**src/rtl/uart_stream_emitter.sv**
```systemverilog
// uart_stream_emitter: byte-stream FIFO feeding a UART transmitter with optional
// parity, one or two stop bits, and an optional end-of-line frame after tlast beats.
module uart_stream_emitter #(
  parameter int         CLKS_PER_BIT = 16,
  parameter int         DATA_BITS    = 8,
  parameter int         PARITY       = 0,
  parameter int         STOP_BITS    = 1,
  parameter int         FIFO_DEPTH   = 16,
  parameter int         APPEND_EOL   = 0,
  parameter logic [7:0] EOL_CHAR     = 8'h0A
) (
  input  logic                                i_clk,
  input  logic                                i_rst,
  input  logic [7:0]                          i_tdata,
  input  logic                                i_tlast,
  input  logic                                i_tvalid,
  output logic                                o_tready,
  output logic                                o_uart_tx,
  output logic                                o_busy,
  output logic [$clog2(FIFO_DEPTH+1)-1:0]     o_fifo_level
);

  localparam int AW = $clog2(FIFO_DEPTH);
  localparam int LW = $clog2(FIFO_DEPTH + 1);
  localparam int CW = $clog2(CLKS_PER_BIT * STOP_BITS);

  localparam logic [7:0]    DATA_MASK = 8'hFF >> (8 - DATA_BITS);
  localparam logic [CW-1:0] BIT_LAST  = CW'(CLKS_PER_BIT - 1);
  localparam logic [CW-1:0] STOP_LAST = CW'(CLKS_PER_BIT * STOP_BITS - 1);
  localparam logic [2:0]    IDX_LAST  = 3'(DATA_BITS - 1);
  localparam logic [LW-1:0] LVL_FULL  = LW'(FIFO_DEPTH);
  localparam logic          PAR_ODD   = (PARITY == 1);
  localparam logic          HAS_PAR   = (PARITY != 0);
  localparam logic          EOL_EN    = (APPEND_EOL != 0);

  typedef enum logic [2:0] {
    ST_IDLE,
    ST_START,
    ST_DATA,
    ST_PARITY,
    ST_STOP
  } state_t;

  // ---------------------------------------------------------------- FIFO
  logic [8:0]    mem_q [FIFO_DEPTH];
  logic [AW-1:0] wr_ptr_q, wr_ptr_d;
  logic [AW-1:0] rd_ptr_q, rd_ptr_d;
  logic [LW-1:0] level_q, level_d;
  logic          run_q;
  logic          full, empty, push, pop;
  logic [8:0]    head;

  assign full     = (level_q == LVL_FULL);
  assign empty    = (level_q == '0);
  assign o_tready = run_q & ~full;
  assign push     = i_tvalid & o_tready;
  assign head     = mem_q[rd_ptr_q];

  always_comb begin
    wr_ptr_d = wr_ptr_q;
    rd_ptr_d = rd_ptr_q;
    level_d  = level_q;
    if (push) wr_ptr_d = wr_ptr_q + 1'b1;
    if (pop)  rd_ptr_d = rd_ptr_q + 1'b1;
    case ({push, pop})
      2'b10:   level_d = level_q + 1'b1;
      2'b01:   level_d = level_q - 1'b1;
      default: level_d = level_q;
    endcase
  end

  always_ff @(posedge i_clk) begin
    if (push && !i_rst) mem_q[wr_ptr_q] <= {i_tlast, i_tdata};
  end

  // ---------------------------------------------------------------- transmitter
  state_t        state_q, state_d;
  logic [CW-1:0] cnt_q, cnt_d;
  logic [2:0]    idx_q, idx_d;
  logic [7:0]    shreg_q, shreg_d;
  logic          par_q, par_d;
  logic          tx_q, tx_d;
  logic          eol_q, eol_d;
  logic          load_en;
  logic [7:0]    load_byte;

  always_comb begin
    state_d   = state_q;
    cnt_d     = cnt_q;
    idx_d     = idx_q;
    shreg_d   = shreg_q;
    par_d     = par_q;
    tx_d      = tx_q;
    eol_d     = eol_q;
    pop       = 1'b0;
    load_en   = 1'b0;
    load_byte = 8'h00;

    case (state_q)
      ST_IDLE: begin
        tx_d = 1'b1;
        if (!empty) begin
          pop       = 1'b1;
          load_en   = 1'b1;
          load_byte = head[7:0];
        end
      end
      ST_START: begin
        if (cnt_q == '0) begin
          state_d = ST_DATA;
          cnt_d   = BIT_LAST;
          idx_d   = '0;
          tx_d    = shreg_q[0];
        end else begin
          cnt_d = cnt_q - 1'b1;
        end
      end
      ST_DATA: begin
        if (cnt_q == '0) begin
          cnt_d = BIT_LAST;
          if (idx_q == IDX_LAST) begin
            if (HAS_PAR) begin
              state_d = ST_PARITY;
              tx_d    = par_q;
            end else begin
              state_d = ST_STOP;
              cnt_d   = STOP_LAST;
              tx_d    = 1'b1;
            end
          end else begin
            idx_d   = idx_q + 1'b1;
            shreg_d = {1'b0, shreg_q[7:1]};
            tx_d    = shreg_q[1];
          end
        end else begin
          cnt_d = cnt_q - 1'b1;
        end
      end
      ST_PARITY: begin
        if (cnt_q == '0) begin
          state_d = ST_STOP;
          cnt_d   = STOP_LAST;
          tx_d    = 1'b1;
        end else begin
          cnt_d = cnt_q - 1'b1;
        end
      end
      ST_STOP: begin
        // all stop bits share one timer; a pending EOL wins over queued data
        if (cnt_q == '0) begin
          if (eol_q) begin
            eol_d     = 1'b0;
            load_en   = 1'b1;
            load_byte = EOL_CHAR;
          end else if (!empty) begin
            pop       = 1'b1;
            load_en   = 1'b1;
            load_byte = head[7:0];
          end else begin
            state_d = ST_IDLE;
            tx_d    = 1'b1;
          end
        end else begin
          cnt_d = cnt_q - 1'b1;
        end
      end
      default: begin
        state_d = ST_IDLE;
        tx_d    = 1'b1;
      end
    endcase

    if (load_en) begin
      state_d = ST_START;
      cnt_d   = BIT_LAST;
      idx_d   = '0;
      tx_d    = 1'b0;
      shreg_d = load_byte & DATA_MASK;
      par_d   = (^(load_byte & DATA_MASK)) ^ PAR_ODD;
    end

    if (pop && EOL_EN && head[8]) eol_d = 1'b1;
  end

  always_ff @(posedge i_clk) begin
    if (i_rst) begin
      wr_ptr_q <= '0;
      rd_ptr_q <= '0;
      level_q  <= '0;
      run_q    <= 1'b0;
      state_q  <= ST_IDLE;
      cnt_q    <= '0;
      idx_q    <= '0;
      shreg_q  <= '0;
      par_q    <= 1'b0;
      tx_q     <= 1'b1;
      eol_q    <= 1'b0;
    end else begin
      wr_ptr_q <= wr_ptr_d;
      rd_ptr_q <= rd_ptr_d;
      level_q  <= level_d;
      run_q    <= 1'b1;
      state_q  <= state_d;
      cnt_q    <= cnt_d;
      idx_q    <= idx_d;
      shreg_q  <= shreg_d;
      par_q    <= par_d;
      tx_q     <= tx_d;
      eol_q    <= eol_d;
    end
  end

  assign o_uart_tx    = tx_q;
  assign o_fifo_level = level_q;
  assign o_busy       = (state_q != ST_IDLE) | ~empty | eol_q;

endmodule

```
**config.mk**
```make
export PLATFORM = sky130hd
export DESIGN_NAME = uart_stream_emitter
export DESIGN_NICKNAME = d
export VERILOG_FILES = /design/src/rtl/uart_stream_emitter.sv
export SDC_FILE = /design/constraint.sdc
export NUM_CORES = 1
export LEC_CHECK = 0
export BUFFER_PORTS_ARGS = -buffer_cell sky130_fd_sc_hd__buf_2
export CAP_MARGIN = 40
export CORE_MARGIN = 5
export CORE_UTILIZATION = 66
export CTS_CLUSTER_SIZE = 16
export DETAILED_ROUTE_END_ITERATION = 8
export GPL_TIMING_DRIVEN = 0
export PLACE_DENSITY = 0.82
export REMOVE_ABC_BUFFERS = 1
export SKIP_LAST_GASP = 1
export SYNTH_ARGS = -nofsm -noshare
export SYNTH_HDL_FRONTEND = slang
export SYNTH_SLANG_ARGS = --single-unit
```
**constraint.sdc**
```tcl
create_clock -name i_clk -period 8.95 [get_ports i_clk]
set_input_delay 0.895 -clock i_clk [delete_from_list [all_inputs] [get_ports i_clk]]
set_output_delay 0.895 -clock i_clk [all_outputs]
set_load 0.01 [all_outputs]
```
==> results of run 1 <==
Yosys cell counts, types with 7 or more instances:
library cell	n	share of area (%)
edfxtp_1	128	57
dfxtp_1	37	11
nor2_1	34	1.9
mux4_2	32	11
nand2_1	16	0.89
a22oi_1	14	1.6
a21oi_1	13	0.96
ha_1	13	2.4
inv_1	13	0.72
mux2i_1	12	1.8
clkbuf_1	11	0.61
a31oi_1	9	0.83
a21o_1	8	0.89
nor3_1	8	0.59
buf_2	7	0.52
nor2b_1	7	0.65
sequential cells by signal, summed over array words and instances, names as in the netlist, named ones only:
register      flops
state_q           3
idx_q             3
o_fifo_level      5
cnt_q             4
o_uart_tx         1
rd_ptr_q          4
shreg_q           8
run_q             1
mem_q           128
wr_ptr_q          4
worst max-delay path: stages (launching register included):
cell      delay, ps
dfxtp_1         350
or4_4           610
o221ai_4        580
inv_2           230
ha_1            320
ha_1            320
nor2b_1         150
o21ai_0         210
a21oi_1         120
or4_1           480
a21oi_1         140
final cells by class:
| cell class | count | share of cell area (%) |
|---|---|---|
| Inverter | 14 | 0.694 |
| Timing Repair Buffer | 29 | 2.38 |
| Clock buffer | 24 | 5.95 |
| Sequential cell | 165 | 60.5 |
| Multi-Input combinational cell | 222 | 26.8 |
| Clock inverter | 8 | 1.37 |
| Tap cell | 136 | 2.25 |
per-layer routing:
metal / GRT usage (%) / vias to the layer above
li1: - / 1691
met1: 26.8 / 1823
met2: 36.2 / 95
met3: 6.17 / 20
met4: 8.52 / 0
met5: 0 / -
power by group through the flow:
stage | sequential [µW] | clock (µW) | combinational, µW
after detailed placement | 941 | 0 | 396
after global routing | 933 | 730 | 441
after global placement | 940 | 0 | 373
after floorplan | 932 | 0 | 291
final | 926 | 678 | 397
after CTS | 926 | 690 | 399
kinds of logic (layout without fill, tap and decap cells):
logic type	after synthesis	count (layout)	share of synthesized area (%)
AOI/OAI and AO/OA	67	67	7.15
and+or+nand+nor	90	90	6.69
DFF	165	165	67.7
xor gates and xnor gates	6	6	0.887
buffers and inverters	34	75	2.29
muxes	45	45	12.6
adders and majority gates	14	14	2.70
final timing paths:
check             startpoint              end  cells after the start
max          o_fifo_level[0]  o_fifo_level[4]                     10
min                 idx_q[2]         idx_q[2]                      2
max reg2reg  o_fifo_level[0]  o_fifo_level[4]                     10
min reg2reg         idx_q[2]         idx_q[2]                      2
metrics by stage:
step / area (µm²) / worst slack, ps / hold slack [ps] / total power (µW) / utilization (%)
finish: 7580 / 5370 / 471 / 2000 / 74.4
global route: 7580 / 5160 / 489 / 2100 / 74.4
CTS: 7560 / 5380 / 474 / 2010 / 74.3
detailed placement: 7010 / 5390 / 464 / 1340 / 68.8
global placement: 6930 / 5480 / 453 / 1310 / 68.0
floorplan: 6670 / 5810 / 444 / 1220 / -
==> metrics.txt, run 1 <==
die area 12400 µm²; Area Overhead vs Synth 11.9%; period utilization 40.0%; initial antenna violation count 0; setup_tns 0 ps; area of the core 10200 µm²; Reg power frac 46.3%; most frequent cells in the layout edfxtp_1, dfxtp_1, nor2_1; DR vias 3629; area of the multi-input gates 2030 µm²; FILL cells 615; commonest non-fill, non-tap cell in the layout edfxtp_1; clock skew 9.07 ps; Routed Antenna Nets 0; Mapped Avg Cell Area 16.1 µm²; Final Hold Violating Endpoints 0; share of layout cells above drive strength 1 22.9%; DR WL/cell 21.0 µm; met1 wire length 4.91 mm; clock latency on the worst-skew pair 530 ps; register area share after synthesis 67.7%; DRC viols 0; fin nets 475; combinational share of power 19.9%; final setup fails 0; CTS buffer count 17; CTS H-tree lvls 4; clk slew on worst S/H paths 60 ps; highest routed layer met4; CTS max path bufs 2; Port Buffer Count 18; non-filler instance count after layout 598; Slew @ Worst Pin 891 ps; Met3 Routed Length 670 µm; Final Wtd Congestion 0.792; first-pass GRT wire length 19.8 mm; sw frac 27.8%; DRT Pass-1 Iters 5; max-slew violations 0; max frequency 280 MHz; met2 wire len 6.73 mm; status completed; Post-CTS Setup Bufs 0; crit end category flop; Peak VDD IR 229 µV; RSZ-0062 raised after global routing no; # diodes 0; Internal Power 1450 µW; Tmin final 3580 ps; Post-Syn Area 6770 µm²; leakage power 0.00257 µW; Max-Cap Viols 0; Mapped Cells 421; total area of sequential cells 4590 µm²; vias per cell 6.07; EDFF count, synth 128; DPL Wire Length 8.20 mm; CP arrival 4040 ps; CTS sink count 165; pin count of the biggest net entering global routing 33; Async SR Flop Fraction 0%; CTS tree built; initial core utilization 66.5%; clock power share 33.9%; Yosys reg bits 165; Clk Tree Root Cell clkbuf_8; PwrDens 264 nW/µm²; row count 37; Total Routing Usage GR 21.7%; P_sw 556 µW; I/O pin count 20; GR Overflow Total 0; post-CTS resize count 0; Max FO, Critical Path 19; Primary FF master, synth edfxtp_1; WS Path Type reg2reg; startpoint types flop; hold buffers post-CTS 0; Hold WC Path Type reg2reg; synth warn 0; Iter 0 DRT Violations 323; relative max-transition margin 40.4%; Die H 111 µm; reg-to-reg slack, setup 5370 ps; dpl cells 564; DRT Wirelength 12.6 mm; post-synth cell types 53; vias in the first global route 3705; Die W 111 µm; worst path required time 9410 ps
Note: power is estimated with default switching activity, not from simulation.
==> run 2, diff against run 1 <==
--- a/config.mk
+++ b/config.mk
@@ -8,11 +8,11 @@
 export BUFFER_PORTS_ARGS = -buffer_cell sky130_fd_sc_hd__buf_2
 export CAP_MARGIN = 40
 export CORE_MARGIN = 5
-export CORE_UTILIZATION = 66
+export CORE_UTILIZATION = 56
 export CTS_CLUSTER_SIZE = 16
 export DETAILED_ROUTE_END_ITERATION = 8
 export GPL_TIMING_DRIVEN = 0
-export PLACE_DENSITY = 0.82
+export PLACE_DENSITY = 0.74
 export REMOVE_ABC_BUFFERS = 1
 export SKIP_LAST_GASP = 1
 export SYNTH_ARGS = -nofsm -noshare
==> constraint.sdc (replaced) <==
create_clock -name i_clk -period 3.2 [get_ports i_clk]
set_input_delay 0.32 -clock i_clk [delete_from_list [all_inputs] [get_ports i_clk]]
set_output_delay 0.32 -clock i_clk [all_outputs]
set_load 0.01 [all_outputs]
==> run 2 against run 1 <==
Register-to-register slack lost 5200 ps. First-iteration DRC count is 2.8% higher. Highest routed layer unchanged. Sequential cell count stayed put. Power increased to 2.8 times the previous value. Combinational power grew to 2.9 times the previous value.
==> metrics.txt, run 2 (synthesis gave the netlist of run 1 again) <==
Power Total 5630 µW (+180%); CTS buffer count 17 (unchanged); Die H 120 µm (+7.8%); PwrDens 739 nW/µm² (+180%); DR WL/cell 20.2 µm (-4.0%); worst path required time 3550 ps (-5860 ps); crit path launch o_fifo_level[0]; Slew @ Worst Pin 900 ps (+9.29 ps); die area 14400 µm² (+16%); WS Path Type reg2reg; hold path cells 1 (-1); commonest non-fill, non-tap cell in the layout edfxtp_1; area of the core 11900 µm² (+17%); Setup crit end o_fifo_level[4]; period utilization 93.7% (+54 points); Die W 120 µm (+7.8%); Max FO, Critical Path 8 (-11); CTS H-tree lvls 4 (unchanged); max frequency 333 MHz (+19%); placed instance area 7020 µm² (+0.12%); Hold WC Path Type in2reg; Final Wtd Congestion 0.859 (+8.6%); total area of sequential cells 4590 µm² (unchanged); FILL cells 825 (+34%); vias per cell 5.91 (-2.6%); relative max-transition margin 39.8% (-0.62 points); Max-Cap Viols 0 (unchanged); vias in the first global route 3619 (-2.3%); DRT Wirelength 12.3 mm (-2.2%); CTS sink count 165 (unchanged); first-pass GRT wire length 19.6 mm (-1.3%); row count 40 (+8.1%); final hold slack 278 ps (-193 ps); RSZ-0062 raised after global routing no; max-slew violations 0 (unchanged); Port Buffer Count 18 (unchanged); Tmin final 3000 ps (-577 ps); Iter 0 DRT Violations 332 (+2.8%); max reg flops 128 (unchanged); Crit Reg-Reg Startpoint o_fifo_level[0]; reg-to-reg endpoint o_fifo_level[4]; status completed; min-delay src i_tdata[4]; DRC viols 0 (unchanged); CP arrival 3350 ps (-690 ps); leakage power 0.00258 µW (+0.27%); clock latency on the worst-skew pair 430 ps (-100 ps); R2R cell count 10 (unchanged); hold buffers post-CTS 0 (unchanged); DPL Wire Length 7.85 mm (-4.2%); Most flops, register mem_q; CTS tree built; Peak VDD IR 540 µV (+140%); DR vias 3600 (-0.80%); Clk Tree Root Cell clkbuf_16; DRT Pass-1 Iters 4 (-1); I/O pin count 20 (unchanged); CTS max path bufs 2 (unchanged); share of layout cells above drive strength 1 24.0% (+1.1 points); final setup fails 0 (unchanged); fin nets 475 (unchanged); crit end category flop; Total Routing Usage GR 18.6% (-3.0 points); initial antenna violation count 0 (unchanged); area of the multi-input gates 2050 µm² (+0.80%); pin count of the biggest net entering global routing 33 (unchanged); clock skew 9.98 ps (+0.914 ps); setup_tns 0 ps (unchanged); Area Overhead vs Synth 12.4%; fin area 7610 µm² (+0.48%); initial core utilization 56.8% (-9.6 points); Final Hold Violating Endpoints 0 (unchanged); final worst slack 200 ps (-5170 ps); most frequent cells in the layout edfxtp_1, dfxtp_1, nor2_1; startpoint types flop; Setup Slack @ Placement -335 ps (-5730 ps); GR Overflow Total 0 (unchanged); # diodes 0 (unchanged); Routed Antenna Nets 0 (unchanged); reg-to-reg slack, setup 200 ps (-5170 ps); clk slew on worst S/H paths 60 ps (about the same)
run 2: cell types whose count changed in the layout (fill, tap and decap cells not counted), sizes merged:
| cell | delta |
|---|---|
| clkinv | +3 |
| clkbuf | -7 |
| buf | +1 |
| bufinv | -1 |
| inv | +3 |
| clkinvlp | +1 |
run 2: cell type report:
cell class                 instances  area share, %
sequential                       165           60.3
tap                              147           2.42
clock buffer                      18           5.64
timing repair buffer              29           2.37
multi-input combinational        222           26.9
clock inverter                    14           1.69
inverter                          14          0.723
run 2: worst max-delay path: stages, from the launching register on:
cell,delay (ps)
dfxtp_1,350
or4_4,630
o221ai_4,280
inv_4,100
ha_2,210
ha_1,300
nor2b_1,150
o21ai_1,170
a21oi_1,120
or4_1,470
a21oi_1,140
run 2: worst min path at each step:
stage	slack, ps	endpoint
after floorplan	390	o_fifo_level[4]
after global placement	450	idx_q[1]
after detailed placement	460	idx_q[2]
after CTS	260	mem_q[3][7]
after global routing	270	mem_q[13][7]
final	280	mem_q[7][4]
run 2: where the power goes:
part | switching (µW) | leakage, µW | internal, µW
clock network | 817 | 0.000269 | 1080
logic | 651 | 0.000852 | 502
registers | 145 | 0.00146 | 2440
total | 1610 | 0.00258 | 4020
run 2: what timing repair did:
item | 4_1_cts | 5_1_grt
pin swaps | 1 | 1
setup endpoints to repair | 1 | 1
setup buffers | 2 | 1
gates resized for setup | 0 | 4
cloned | 0 | 0
run 2: metal layers:
metal	up-vias	GRT usage, %	part of all wire [%]
met3	16	5.66	4.2
met2	70	30.7	51
met5	-	0	0
met4	0	7.52	2.1
met1	1816	23.2	42
li1	1698	-	-
run 2: per-stage QoR:
step,std cells,util (%)
6_report,609,63.9
5_1_grt,609,63.9
4_1_cts,608,63.7
3_5_place_dp,574,58.9
3_3_place_gp,566,58.3
2_1_floorplan,401,-
